[src/rtl/io_bus_arbiter_pkg.sv]
// Shared types for the non-cached I/O bus arbiter: request/response packets,
// FSM state encoding and the requester-count limit.
`ifndef NUM_CORES
`define NUM_CORES 4
`endif

package io_bus_arbiter_pkg;
    localparam int IO_ARB_MAX_REQUESTERS = 16;
    localparam int DATA_W = 32;
    localparam int ADDR_W = 32;

    typedef logic [3:0] core_id_t;
    typedef logic [1:0] thread_idx_t;

    typedef struct packed {
        logic              store;
        thread_idx_t       thread_idx;
        logic [ADDR_W-1:0] address;
        logic [DATA_W-1:0] value;
    } ioreq_packet_t;

    typedef struct packed {
        core_id_t          core;
        thread_idx_t       thread_idx;
        logic [DATA_W-1:0] read_value;
    } iorsp_packet_t;

    typedef enum logic [1:0] {
        IDLE      = 2'd0,
        ISSUE     = 2'd1,
        READ_WAIT = 2'd2,
        RESPOND   = 2'd3
    } io_arb_state_t;
endpackage

[src/rtl/io_bus_interface.sv]
// Single-beat peripheral register bus; the arbiter is the only master.
interface io_bus_interface;
    logic [io_bus_arbiter_pkg::ADDR_W-1:0] address;
    logic                                  write_en;
    logic [io_bus_arbiter_pkg::DATA_W-1:0] write_data;
    logic                                  read_en;
    logic [io_bus_arbiter_pkg::DATA_W-1:0] read_data;

    modport master (output address, write_en, write_data, read_en, input read_data);
    modport slave  (input address, write_en, write_data, read_en, output read_data);
endinterface

[src/rtl/io_bus_arbiter_rr_select.sv]
// Combinational round-robin pick: first valid index at or above rr_ptr, wrapping.
module io_arbiter_rr_select #(
    parameter int NUM_REQUESTERS = 4,
    parameter int IDX_W          = 2
) (
    input  logic [NUM_REQUESTERS-1:0] valid,
    input  logic [IDX_W-1:0]          rr_ptr,
    output logic [NUM_REQUESTERS-1:0] grant_oh,
    output logic [IDX_W-1:0]          grant_idx
);
    logic found;
    int   pos;

    always_comb begin
        grant_oh  = '0;
        grant_idx = '0;
        found     = 1'b0;
        pos       = 0;
        for (int i = 0; i < NUM_REQUESTERS; i++) begin
            pos = int'(rr_ptr) + i;
            if (pos >= NUM_REQUESTERS) pos = pos - NUM_REQUESTERS;
            if (!found && valid[pos]) begin
                found         = 1'b1;
                grant_oh[pos] = 1'b1;
                grant_idx     = IDX_W'(pos);
            end
        end
    end
endmodule

[src/rtl/io_bus_arbiter.sv]
// Round-robin arbiter sharing the I/O bus between cores, one access in flight.
// Optional performance pulses are built only when IO_ARB_PERF_EN is defined.
module io_bus_arbiter
    import io_bus_arbiter_pkg::*;
#(
    parameter int NUM_REQUESTERS = `NUM_CORES
) (
    input  logic                      clk,
    input  logic                      reset_n,
    input  logic [NUM_REQUESTERS-1:0] ioreq_valid,
    input  ioreq_packet_t             ioreq [NUM_REQUESTERS],
    output logic [NUM_REQUESTERS-1:0] ioreq_ready,
    output logic                      iorsp_valid,
    output iorsp_packet_t             iorsp,
    io_bus_interface.master           io_bus,
    output logic                      perf_io_conflict,
    output logic                      perf_io_read,
    output logic                      perf_io_write
);
    localparam int IDX_W = (NUM_REQUESTERS > 1) ? $clog2(NUM_REQUESTERS) : 1;

    if (NUM_REQUESTERS < 1 || NUM_REQUESTERS > IO_ARB_MAX_REQUESTERS) begin : g_param_check
        $error("io_bus_arbiter: NUM_REQUESTERS out of range 1..%0d", IO_ARB_MAX_REQUESTERS);
    end

    io_arb_state_t             state, state_next;
    logic [IDX_W-1:0]          rr_ptr, winner_idx, winner_p1;
    logic [NUM_REQUESTERS-1:0] winner_oh;
    logic                      grant, store_p1;
    thread_idx_t               thread_p1;
    ioreq_packet_t             winner_req;

    io_arbiter_rr_select #(.NUM_REQUESTERS(NUM_REQUESTERS), .IDX_W(IDX_W)) u_select (
        .valid     (ioreq_valid),
        .rr_ptr    (rr_ptr),
        .grant_oh  (winner_oh),
        .grant_idx (winner_idx)
    );

    function automatic logic [IDX_W-1:0] ptr_after(input logic [IDX_W-1:0] idx);
        if (int'(idx) >= NUM_REQUESTERS - 1) return '0;
        return idx + 1'b1;
    endfunction

    assign winner_req  = ioreq[winner_idx];
    // Gated by reset_n so no grant pulse is seen while the arbiter is held in reset.
    assign grant       = reset_n && (state == IDLE) && (|ioreq_valid);
    assign ioreq_ready = grant ? winner_oh : '0;

    always_ff @(posedge clk or negedge reset_n) begin
        if (!reset_n) state <= IDLE;
        else          state <= state_next;
    end

    always_comb begin
        state_next = state;
        case (state)
            IDLE:      if (|ioreq_valid) state_next = ISSUE;
            ISSUE:     state_next = store_p1 ? RESPOND : READ_WAIT;
            READ_WAIT: state_next = RESPOND;
            RESPOND:   state_next = IDLE;
            default:   state_next = IDLE;
        endcase
    end

    // grant -> p1: winner identity kept for the response tag
    always_ff @(posedge clk) begin
        if (grant) begin
            winner_p1 <= winner_idx;
            store_p1  <= winner_req.store;
            thread_p1 <= winner_req.thread_idx;
        end
    end

    always_ff @(posedge clk or negedge reset_n) begin
        if (!reset_n) begin
            rr_ptr            <= '0;
            io_bus.address    <= '0;
            io_bus.write_data <= '0;
            io_bus.write_en   <= 1'b0;
            io_bus.read_en    <= 1'b0;
            iorsp_valid       <= 1'b0;
            iorsp             <= '0;
        end else begin
            io_bus.write_en <= 1'b0;
            io_bus.read_en  <= 1'b0;
            iorsp_valid     <= 1'b0;
            case (state)
                IDLE: if (grant) begin
                    rr_ptr            <= ptr_after(winner_idx);
                    io_bus.address    <= winner_req.address;
                    io_bus.write_data <= winner_req.value;
                    io_bus.write_en   <= winner_req.store;
                    io_bus.read_en    <= !winner_req.store;
                end
                ISSUE: if (store_p1) begin
                    iorsp_valid <= 1'b1;
                    iorsp       <= '{core: core_id_t'(winner_p1), thread_idx: thread_p1,
                                     read_value: '0};
                end
                READ_WAIT: begin
                    iorsp_valid <= 1'b1;
                    iorsp       <= '{core: core_id_t'(winner_p1), thread_idx: thread_p1,
                                     read_value: io_bus.read_data};
                end
                default: ;
            endcase
        end
    end

`ifdef IO_ARB_PERF_EN
    logic [NUM_REQUESTERS-1:0] other_oh;
    logic [IDX_W-1:0]          other_idx;

    // A second pick over the losers finds whether anyone else was waiting.
    io_arbiter_rr_select #(.NUM_REQUESTERS(NUM_REQUESTERS), .IDX_W(IDX_W)) u_conflict (
        .valid     (ioreq_valid & ~winner_oh),
        .rr_ptr    (rr_ptr),
        .grant_oh  (other_oh),
        .grant_idx (other_idx)
    );

    assign perf_io_conflict = grant && other_oh[other_idx];
    assign perf_io_read     = io_bus.read_en;
    assign perf_io_write    = io_bus.write_en;
`else
    assign perf_io_conflict = 1'b0;
    assign perf_io_read     = 1'b0;
    assign perf_io_write    = 1'b0;
`endif
endmodule

[src/flat_wrapper.sv]
// flat-port wrapper written by rule: the top's interface ports become plain ports
module io_bus_arbiter_flat import io_bus_arbiter_pkg::*;
#(
    parameter int NUM_REQUESTERS = `NUM_CORES
)
  (clk, reset_n, ioreq_valid, ioreq, ioreq_ready, iorsp_valid, iorsp, perf_io_conflict, perf_io_read, perf_io_write, io_bus_address, io_bus_write_en, io_bus_write_data, io_bus_read_en, io_bus_read_data);
  io_bus_interface io_bus_i ();
  input  logic clk;
  input  logic reset_n;
  input  logic [NUM_REQUESTERS-1:0] ioreq_valid;
  input  ioreq_packet_t ioreq[NUM_REQUESTERS];
  output logic [NUM_REQUESTERS-1:0] ioreq_ready;
  output logic iorsp_valid;
  output iorsp_packet_t iorsp;
  output logic perf_io_conflict;
  output logic perf_io_read;
  output logic perf_io_write;
  output wire logic [$bits(io_bus_i.address)-1:0] io_bus_address;
  output wire logic [$bits(io_bus_i.write_en)-1:0] io_bus_write_en;
  output wire logic [$bits(io_bus_i.write_data)-1:0] io_bus_write_data;
  output wire logic [$bits(io_bus_i.read_en)-1:0] io_bus_read_en;
  input wire logic [$bits(io_bus_i.read_data)-1:0] io_bus_read_data;
  assign io_bus_address = io_bus_i.address;
  assign io_bus_write_en = io_bus_i.write_en;
  assign io_bus_write_data = io_bus_i.write_data;
  assign io_bus_read_en = io_bus_i.read_en;
  assign io_bus_i.read_data = io_bus_read_data;
  io_bus_arbiter #(.NUM_REQUESTERS(NUM_REQUESTERS)) u_core (.clk(clk), .reset_n(reset_n), .ioreq_valid(ioreq_valid), .ioreq(ioreq), .ioreq_ready(ioreq_ready), .iorsp_valid(iorsp_valid), .iorsp(iorsp), .io_bus(io_bus_i), .perf_io_conflict(perf_io_conflict), .perf_io_read(perf_io_read), .perf_io_write(perf_io_write));
endmodule
[config.mk]
export PLATFORM = sky130hd
export DESIGN_NAME = io_bus_arbiter_flat
export DESIGN_NICKNAME = d
export VERILOG_FILES = /design/src/rtl/io_bus_arbiter_pkg.sv /design/src/rtl/io_bus_interface.sv /design/src/rtl/io_bus_arbiter_rr_select.sv /design/src/rtl/io_bus_arbiter.sv /design/src/flat_wrapper.sv
export SDC_FILE = /design/constraint.sdc
export NUM_CORES = 1
export LEC_CHECK = 0
export BUFFER_PORTS_ARGS = -buffer_cell sky130_fd_sc_hd__buf_2
export CAP_MARGIN = 0
export CELL_PAD_IN_SITES_DETAIL_PLACEMENT = 2
export CELL_PAD_IN_SITES_GLOBAL_PLACEMENT = 2
export CORE_UTILIZATION = 27
export CTS_BUF_LIST = sky130_fd_sc_hd__clkbuf_4 sky130_fd_sc_hd__clkbuf_8
export DETAILED_ROUTE_END_ITERATION = 6
export GPL_ROUTABILITY_DRIVEN = 0
export GPL_TIMING_DRIVEN = 0
export PLACE_DENSITY = 0.95
export SLEW_MARGIN = 30
export SYNTH_ARGS = -nofsm -noshare
export SYNTH_HDL_FRONTEND = slang
export SYNTH_SLANG_ARGS = --single-unit
[constraint.sdc]
create_clock -name clk -period 4.4 [get_ports clk]
set_input_delay 0.88 -clock clk [delete_from_list [all_inputs] [get_ports clk]]
set_output_delay 0.88 -clock clk [all_outputs]
set_load 0.005 [all_outputs]
Word level (Yosys, flattened, before mapping)
Index checks and enable logic that the tools add are counted.

word-level totals
  latch bits = 0
  bits of input ports = 306
  word-level logic and storage cells = 117
  memories kept = 0
  register bits after elaboration = 114
  RAM bits = 0
  ROM bits = 0

operators by class
  reductions and logical operators = 18
  divide/modulo/power cells = 0
  bitwise gates (word level) = 4
  order comparisons = 14
  multiply operators = 0
  add/sub/neg operators = 8
  mux-type cells = 55
  shift operators = 0
  equality and inequality tests = 5

operator list
  operator                                                                count
  67-bit binary-select mux with 2-bit select                              1
  67-bit two-way mux                                                      2
  32-bit by 1-bit >= comparator with 1-bit output, second input constant  4
  32-bit by 4-bit < comparator with 1-bit output, second input constant   4
  32-bit two-way mux                                                      4
  38-bit case mux with 2 select lines                                     1
  38-bit two-way mux                                                      1
  1-bit two-way mux                                                       24
  4-bit two-way mux                                                       5
  2-bit two-way mux                                                       7
  3-bit >= comparator, second input constant                              4
  4-bit OR                                                                3
  3-bit by 3-bit subtractor with 4-bit output, second input constant      3
  1-bit logical AND                                                       9
  1-bit binary-select mux with 2-bit select                               4
  1-bit demux with 2-bit select                                           4
  2-bit case mux with 4 select lines                                      1
  2-bit by 2-bit adder with 3-bit output, second input constant           2
  2-bit == test, second input constant                                    2
  1-bit zero test                                                         4
  2-bit AND reduction                                                     2
  4-bit OR reduction                                                      1
  2-bit by 3-bit subtractor with 4-bit output, second input constant      1
  2-bit by 1-bit adder with 3-bit output, second input constant           1
  other kinds (10)                                                        10

Logic depth before layout (Yosys ltp)
  depth in word-level cells = 22
  mapped depth = 14
  depth with buffers taken out = 8

By module
Synthesis repeated with hierarchy kept, for this count alone.

second synthesis, totals
  cell total of the unflattened synthesis = 389
  area total of the unflattened synthesis = 6,567.5 µm²

modules (own cells, without submodules)
  module                area an instance (µm²)  cells each  sequential area each (µm²)  instances
  io_bus_arbiter        6,110.9                 340         2,827.7                     1
  io_arbiter_rr_select  456.7                   49          0.0                         1

Least setup slack after synthesis
No wires, ideal clock.

  path type = reg-to-output
  start point = register u_core.rr_ptr[0]
  end point = output port ioreq_ready[0]
  setup slack = 1.289 ns
  data required time = 3.520 ns
  buffers on the path = 3
  stages on the path, launching flop included = 11
  arrival time = 2.231 ns
  path through = dfrtp_1 -> buf_6 -> buf_2 -> inv_1 -> ha_1 -> buf_2 -> mux4_2 -> a211oi_2 -> a22o_1 -> mux2i_1 -> a21oi_1

on the way
  cells in the longest elaborated chain, start to end = 16

RTL lines
  element                                                                                                   line                            text
  start: declaration                                                                                        io_bus_arbiter.sv:27            logic [IDX_W-1:0] rr_ptr, winner_idx, winner_p1;
  start signal: assignment                                                                                  io_bus_arbiter.sv:90            rr_ptr <= ptr_after(winner_idx);
  parallel branches: the longest is 14 deep, another holds 32-bit by 1-bit >= comparator with 1-bit output  --
  4-bit two-way mux (*)                                                                                     io_bus_arbiter_rr_select.sv:22  if (!found && valid[pos]) begin
  4-bit two-way mux (*)                                                                                     io_bus_arbiter.sv:48            assign ioreq_ready = grant ? winner_oh : '0;
  end: declaration                                                                                          flat_wrapper.sv:12              output logic [NUM_REQUESTERS-1:0] ioreq_ready;

Every way passes the cells marked *. The select of a mux whose other input is x is not followed.

Worst setup path after layout
Ends and elaborated chain as after synthesis.

==> flow_summary.html <==
<table>
<tr><th>Metric</th><th>Value</th></tr>
<tr><th colspan="2">Yosys</th></tr>
<tr><td>Syn Inst Count</td><td>702</td></tr>
<tr><td>Share of synthesized area occupied by flip-flops and latches</td><td>0.4011</td></tr>
<tr><td>Mapped cell area</td><td>0.007049 mm^2</td></tr>
<tr><td>Average footprint of a synthesized cell</td><td>10.04 um^2</td></tr>
<tr><td>Area share of the largest cell type after synthesis</td><td>0.3798</td></tr>
<tr><td>Commonest register cell after synthesis</td><td>dfrtp_1</td></tr>
<tr><td>Number of enable flip-flop cells after synthesis</td><td>5</td></tr>
<tr><td>Number of warnings printed during yosys synthesis</td><td>0</td></tr>
<tr><td>Leading post-synthesis cells by instance count</td><td>140 x mux2i_1, 107 x dfrtp_1, 76 x nand2_1, 74 x inv_1, 64 x a222oi_1</td></tr>
<tr><td>Flop and latch count out of synthesis</td><td>between 100 and 150</td></tr>
<tr><td>Most frequent cell after synthesis</td><td>mux2i_1</td></tr>
<tr><td>Number of different library cells in the post-synthesis netlist</td><td>between 40 and 50</td></tr>
<tr><td>Leading cell types by total area after synthesis</td><td>dfrtp_1 38%, mux2i_1 20%, a222oi_1 9.1%</td></tr>
<tr><td>Cell type with the highest aggregate area in the netlist</td><td>dfrtp_1</td></tr>
<tr><td>Async S/R FF share, synth</td><td>0.9554</td></tr>
<tr><th colspan="2">Clock tree</th></tr>
<tr><td>Later-pin clock latency in the skew report</td><td>a little over 0.4 ns</td></tr>
<tr><td>Post_cts resized</td><td>0</td></tr>
<tr><td>Clock Tree Buf Depth</td><td>2</td></tr>
<tr><td>Total clock sinks</td><td>about 110</td></tr>
<tr><td>Buffer type at the clock tree root</td><td>clkbuf_8</td></tr>
<tr><td>CTS Buf Count</td><td>9</td></tr>
<tr><td>Post-CTS setup buffers</td><td>0</td></tr>
<tr><td>H-tree depth reported by CTS</td><td>3</td></tr>
<tr><td>Hold bufs inserted after CTS</td><td>0</td></tr>
<tr><td>Worst-path clk slew</td><td>0.15 ns</td></tr>
<tr><td>CTS tree</td><td>built</td></tr>
<tr><th colspan="2">Floorplan</th></tr>
<tr><td>Floorplan die area</td><td>0.02676 mm^2</td></tr>
<tr><td>Die width</td><td>between 150 and 200 um</td></tr>
<tr><td>Num rows</td><td>58</td></tr>
<tr><td>Standard cell core area</td><td>0.02540 mm^2</td></tr>
<tr><td>Initial standard-cell utilization of the core</td><td>0.2775</td></tr>
<tr><td>Die span in y</td><td>~160 um</td></tr>
<tr><td>Boundary Pins</td><td>roughly 420</td></tr>
<tr><th colspan="2">GRT</th></tr>
<tr><td>Wire length of the first global-routing pass</td><td>roughly 50,000 um</td></tr>
<tr><td>Number of antenna violations at the first check in global routing</td><td>4</td></tr>
<tr><td>Overflow after GRT</td><td>0</td></tr>
<tr><td>Largest net degree at the start of global routing</td><td>59</td></tr>
<tr><td>Via count of the first global-routing pass</td><td>8,743</td></tr>
<tr><td>Total GRT Usage</td><td>0.2511</td></tr>
<tr><th colspan="2">Worst setup path</th></tr>
<tr><td>Crit path max fanout</td><td>10</td></tr>
<tr><td>Startpoint class of the critical path</td><td>register</td></tr>
<tr><td>CP required</td><td>3.52 ns</td></tr>
<tr><td>Setup slack of the worst register-to-register path</td><td>between 0.7 and 0.8 ns</td></tr>
<tr><td>Worst Path Class, Setup</td><td>reg -&gt; out</td></tr>
<tr><td>Data arrival time of the worst path</td><td>between 3 and 4 ns</td></tr>
<tr><td>Endpoint type of the worst setup path</td><td>output port</td></tr>
<tr><th colspan="2">STA</th></tr>
<tr><td>Worst-case headroom to the max-slew limit</td><td>0.4429</td></tr>
<tr><td>Slew at the pin closest to its max-slew limit</td><td>~0.81 ns</td></tr>
<tr><td>Max Clock Skew</td><td>0.02564 ns</td></tr>
<tr><td>Setup-failing EPs final</td><td>0</td></tr>
<tr><td>Fin crit share</td><td>0.9193</td></tr>
<tr><td>Setup repair after global routing missed its margin</td><td>no</td></tr>
<tr><td>Max-slew violation count</td><td>0</td></tr>
<tr><td>Number of hold violations in the final report</td><td>0</td></tr>
<tr><td>Maximum clock frequency</td><td>about 250 MHz</td></tr>
<tr><td>Post-layout minimum cycle time</td><td>between 4 and 5 ns</td></tr>
<tr><th colspan="2">Run status</th></tr>
<tr><td>Status</td><td>finished clean</td></tr>
<tr><th colspan="2">Drt</th></tr>
<tr><td>Total wire length after detailed routing</td><td>~35,000 um</td></tr>
<tr><td>Overall via count from detail_route</td><td>just under 8,000</td></tr>
<tr><td>First-pass iteration count of the detailed router</td><td>7</td></tr>
<tr><td>Via density per instance</td><td>between 5 and 6</td></tr>
<tr><td>Detailed Route Iter0 Violations</td><td>~620</td></tr>
<tr><td>Routed wirelength normalized by instance count</td><td>between 20 and 25 um</td></tr>
<tr><td>Number of design rule violations left after detail routing</td><td>0</td></tr>
<tr><td>Number of routed nets with antenna violations</td><td>0</td></tr>
<tr><th colspan="2">Layout</th></tr>
<tr><td>Final #Nets</td><td>about 1,400</td></tr>
<tr><td>Post-Layout Inst Area</td><td>around 0.01 mm^2</td></tr>
<tr><td>Fraction of layout cells with a size suffix above 1</td><td>0.4210</td></tr>
<tr><td>Final Util</td><td>0.3854</td></tr>
<tr><td>Area delta synth-&gt;final</td><td>38.87%</td></tr>
<tr><th colspan="2">Power and ir drop</th></tr>
<tr><td>Power density over cell area</td><td>733.2 mW/mm^2</td></tr>
<tr><td>Highest ir drop seen on vdd</td><td>roughly 0.00026 V</td></tr>
<tr><td>Leakage dissipation</td><td>approximately 5.6 nW</td></tr>
<tr><td>Seq pwr share</td><td>0.248</td></tr>
<tr><td>Fraction of power consumed by combinational cells</td><td>0.650</td></tr>
<tr><td>Total net switching power</td><td>between 3 and 4 mW</td></tr>
<tr><td>Internal power of the cells</td><td>approximately 4 mW</td></tr>
<tr><td>Clock network fraction of total power</td><td>0.102</td></tr>
<tr><td>Net switching share of the total power</td><td>0.4556</td></tr>
<tr><th colspan="2">Placement</th></tr>
<tr><td>Placed inst area</td><td>roughly 0.0096 mm^2</td></tr>
<tr><td>Port Buffer Count</td><td>410</td></tr>
<tr><td>Detailed placement HPWL</td><td>27,480 um</td></tr>
<tr><th colspan="2">Run</th></tr>
<tr><td>Number of maximum-capacitance violations</td><td>0</td></tr>
<tr><th colspan="2">Min path</th></tr>
<tr><td>Class of the worst hold path</td><td>in -&gt; async</td></tr>
</table>
power by group through the flow:
stage | registers [mW] | clock network (mW) | logic, mW
4_1_cts | 1.78 | 0.750 | 4.72
3_3_place_gp | 1.75 | 0 | 4.46
2_1_floorplan | 1.78 | 0 | 3.04
5_1_grt | 1.82 | 0.790 | 5.04
3_5_place_dp | 1.80 | 0 | 4.71
6_report | 1.78 | 0.732 | 4.66
stage by stage:
| step | hold WS (ns) | instances | setup TNS, ns | worst slack [ns] | power, mW |
|---|---|---|---|---|---|
| after global placement | 0.4622 | 1446 | -37.78 | -0.6710 | 6.212 |
| after floorplan | 0.4555 | 706 | 0 | 1.289 | 4.825 |
| after global routing | 0.3684 | 1465 | 0 | 0.07341 | 7.653 |
| after detailed placement | 0.4728 | 1447 | 0 | 0.7495 | 6.508 |
| after CTS | 0.3729 | 1463 | 0 | 0.3318 | 7.249 |
| final | 0.3665 | 1465 | 0 | 0.3553 | 7.177 |
state kept, by name (all words and copies together) (netlist names), 2 cells and up:
name / count
u_core.state: 2
u_core.thread_p1: 2
u_core.rr_ptr: 2
u_core.winner_p1: 2
u_core.iorsp: 36
u_core.io_bus.address: 32
u_core.io_bus.write_data: 32
critical path, stage by stage, from the launching register on:
cell	delay [ns]
dfrtp_1	0.43
buf_6	0.15
buf_2	0.23
inv_1	0.12
ha_1	0.29
buf_2	0.20
mux4_2	0.40
a211oi_2	0.36
a22o_1	0.21
mux2i_1	0.08
a21oi_1	0.14
buf_2	0.13
per-layer routing:
layer	vias to the layer above	wire (um)	share of wire	track usage
met4	4	1292	0.037	0.1162
met5	-	31	0.00090	0
met3	69	2510	0.073	0.05917
met1	3840	12410	0.36	0.2624
met2	379	18310	0.53	0.4701
li1	3440	-	-	-
worst paths after layout:
check | cells past startpoint | from | endpoint
worst max-delay path | 11 | u_core.rr_ptr[0] | ioreq_ready[0]
worst min-delay path | 1 | reset_n | u_core.iorsp[25]
worst max register to register | 13 | u_core.rr_ptr[0] | u_core.io_bus.address[21]
worst min register to register | 1 | u_core.thread_p1[0] | u_core.iorsp[32]
max in group asynchronous | 2 | reset_n | u_core.io_bus.address[15]
min in group clk | 1 | u_core.thread_p1[0] | u_core.iorsp[32]
logic make-up after synthesis:
logic type	after synthesis	synth area share
other	1	0.0005320
buffers and inverters	144	0.1024
and+or+nand+nor	100	0.06159
DFF	112	0.4011
muxes	147	0.2121
adders and majority gates	7	0.01242
AOI/OAI and AO/OA	191	0.2098
cells in the final DEF, fill, tap and decap left out, types with 7 or more instances in the layout:
cell type / instances
a21oi_1: 7
a222oi_1: 64
a22o_1: 36
buf_12: 7
buf_2: 430
buf_4: 7
clkbuf_1: 32
clkbuf_8: 9
dfrtp_1: 107
ha_1: 7
inv_1: 74
mux2i_1: 140
nand2_1: 76
nor2_1: 7
o21ai_0: 7
o21ai_1: 60
layout make-up:
type,count,area (um^2)
fill,2890,15610
multi-input combinational,450,3515
sequential,112,2828
timing repair buffer,411,2090
buffer,69,440.4
tap,330,412.9
inverter,75,281.5
clock buffer,9,123.9
clock inverter,7,93.84
antenna,2,5.005
Note: power is estimated with default switching activity, not from simulation.
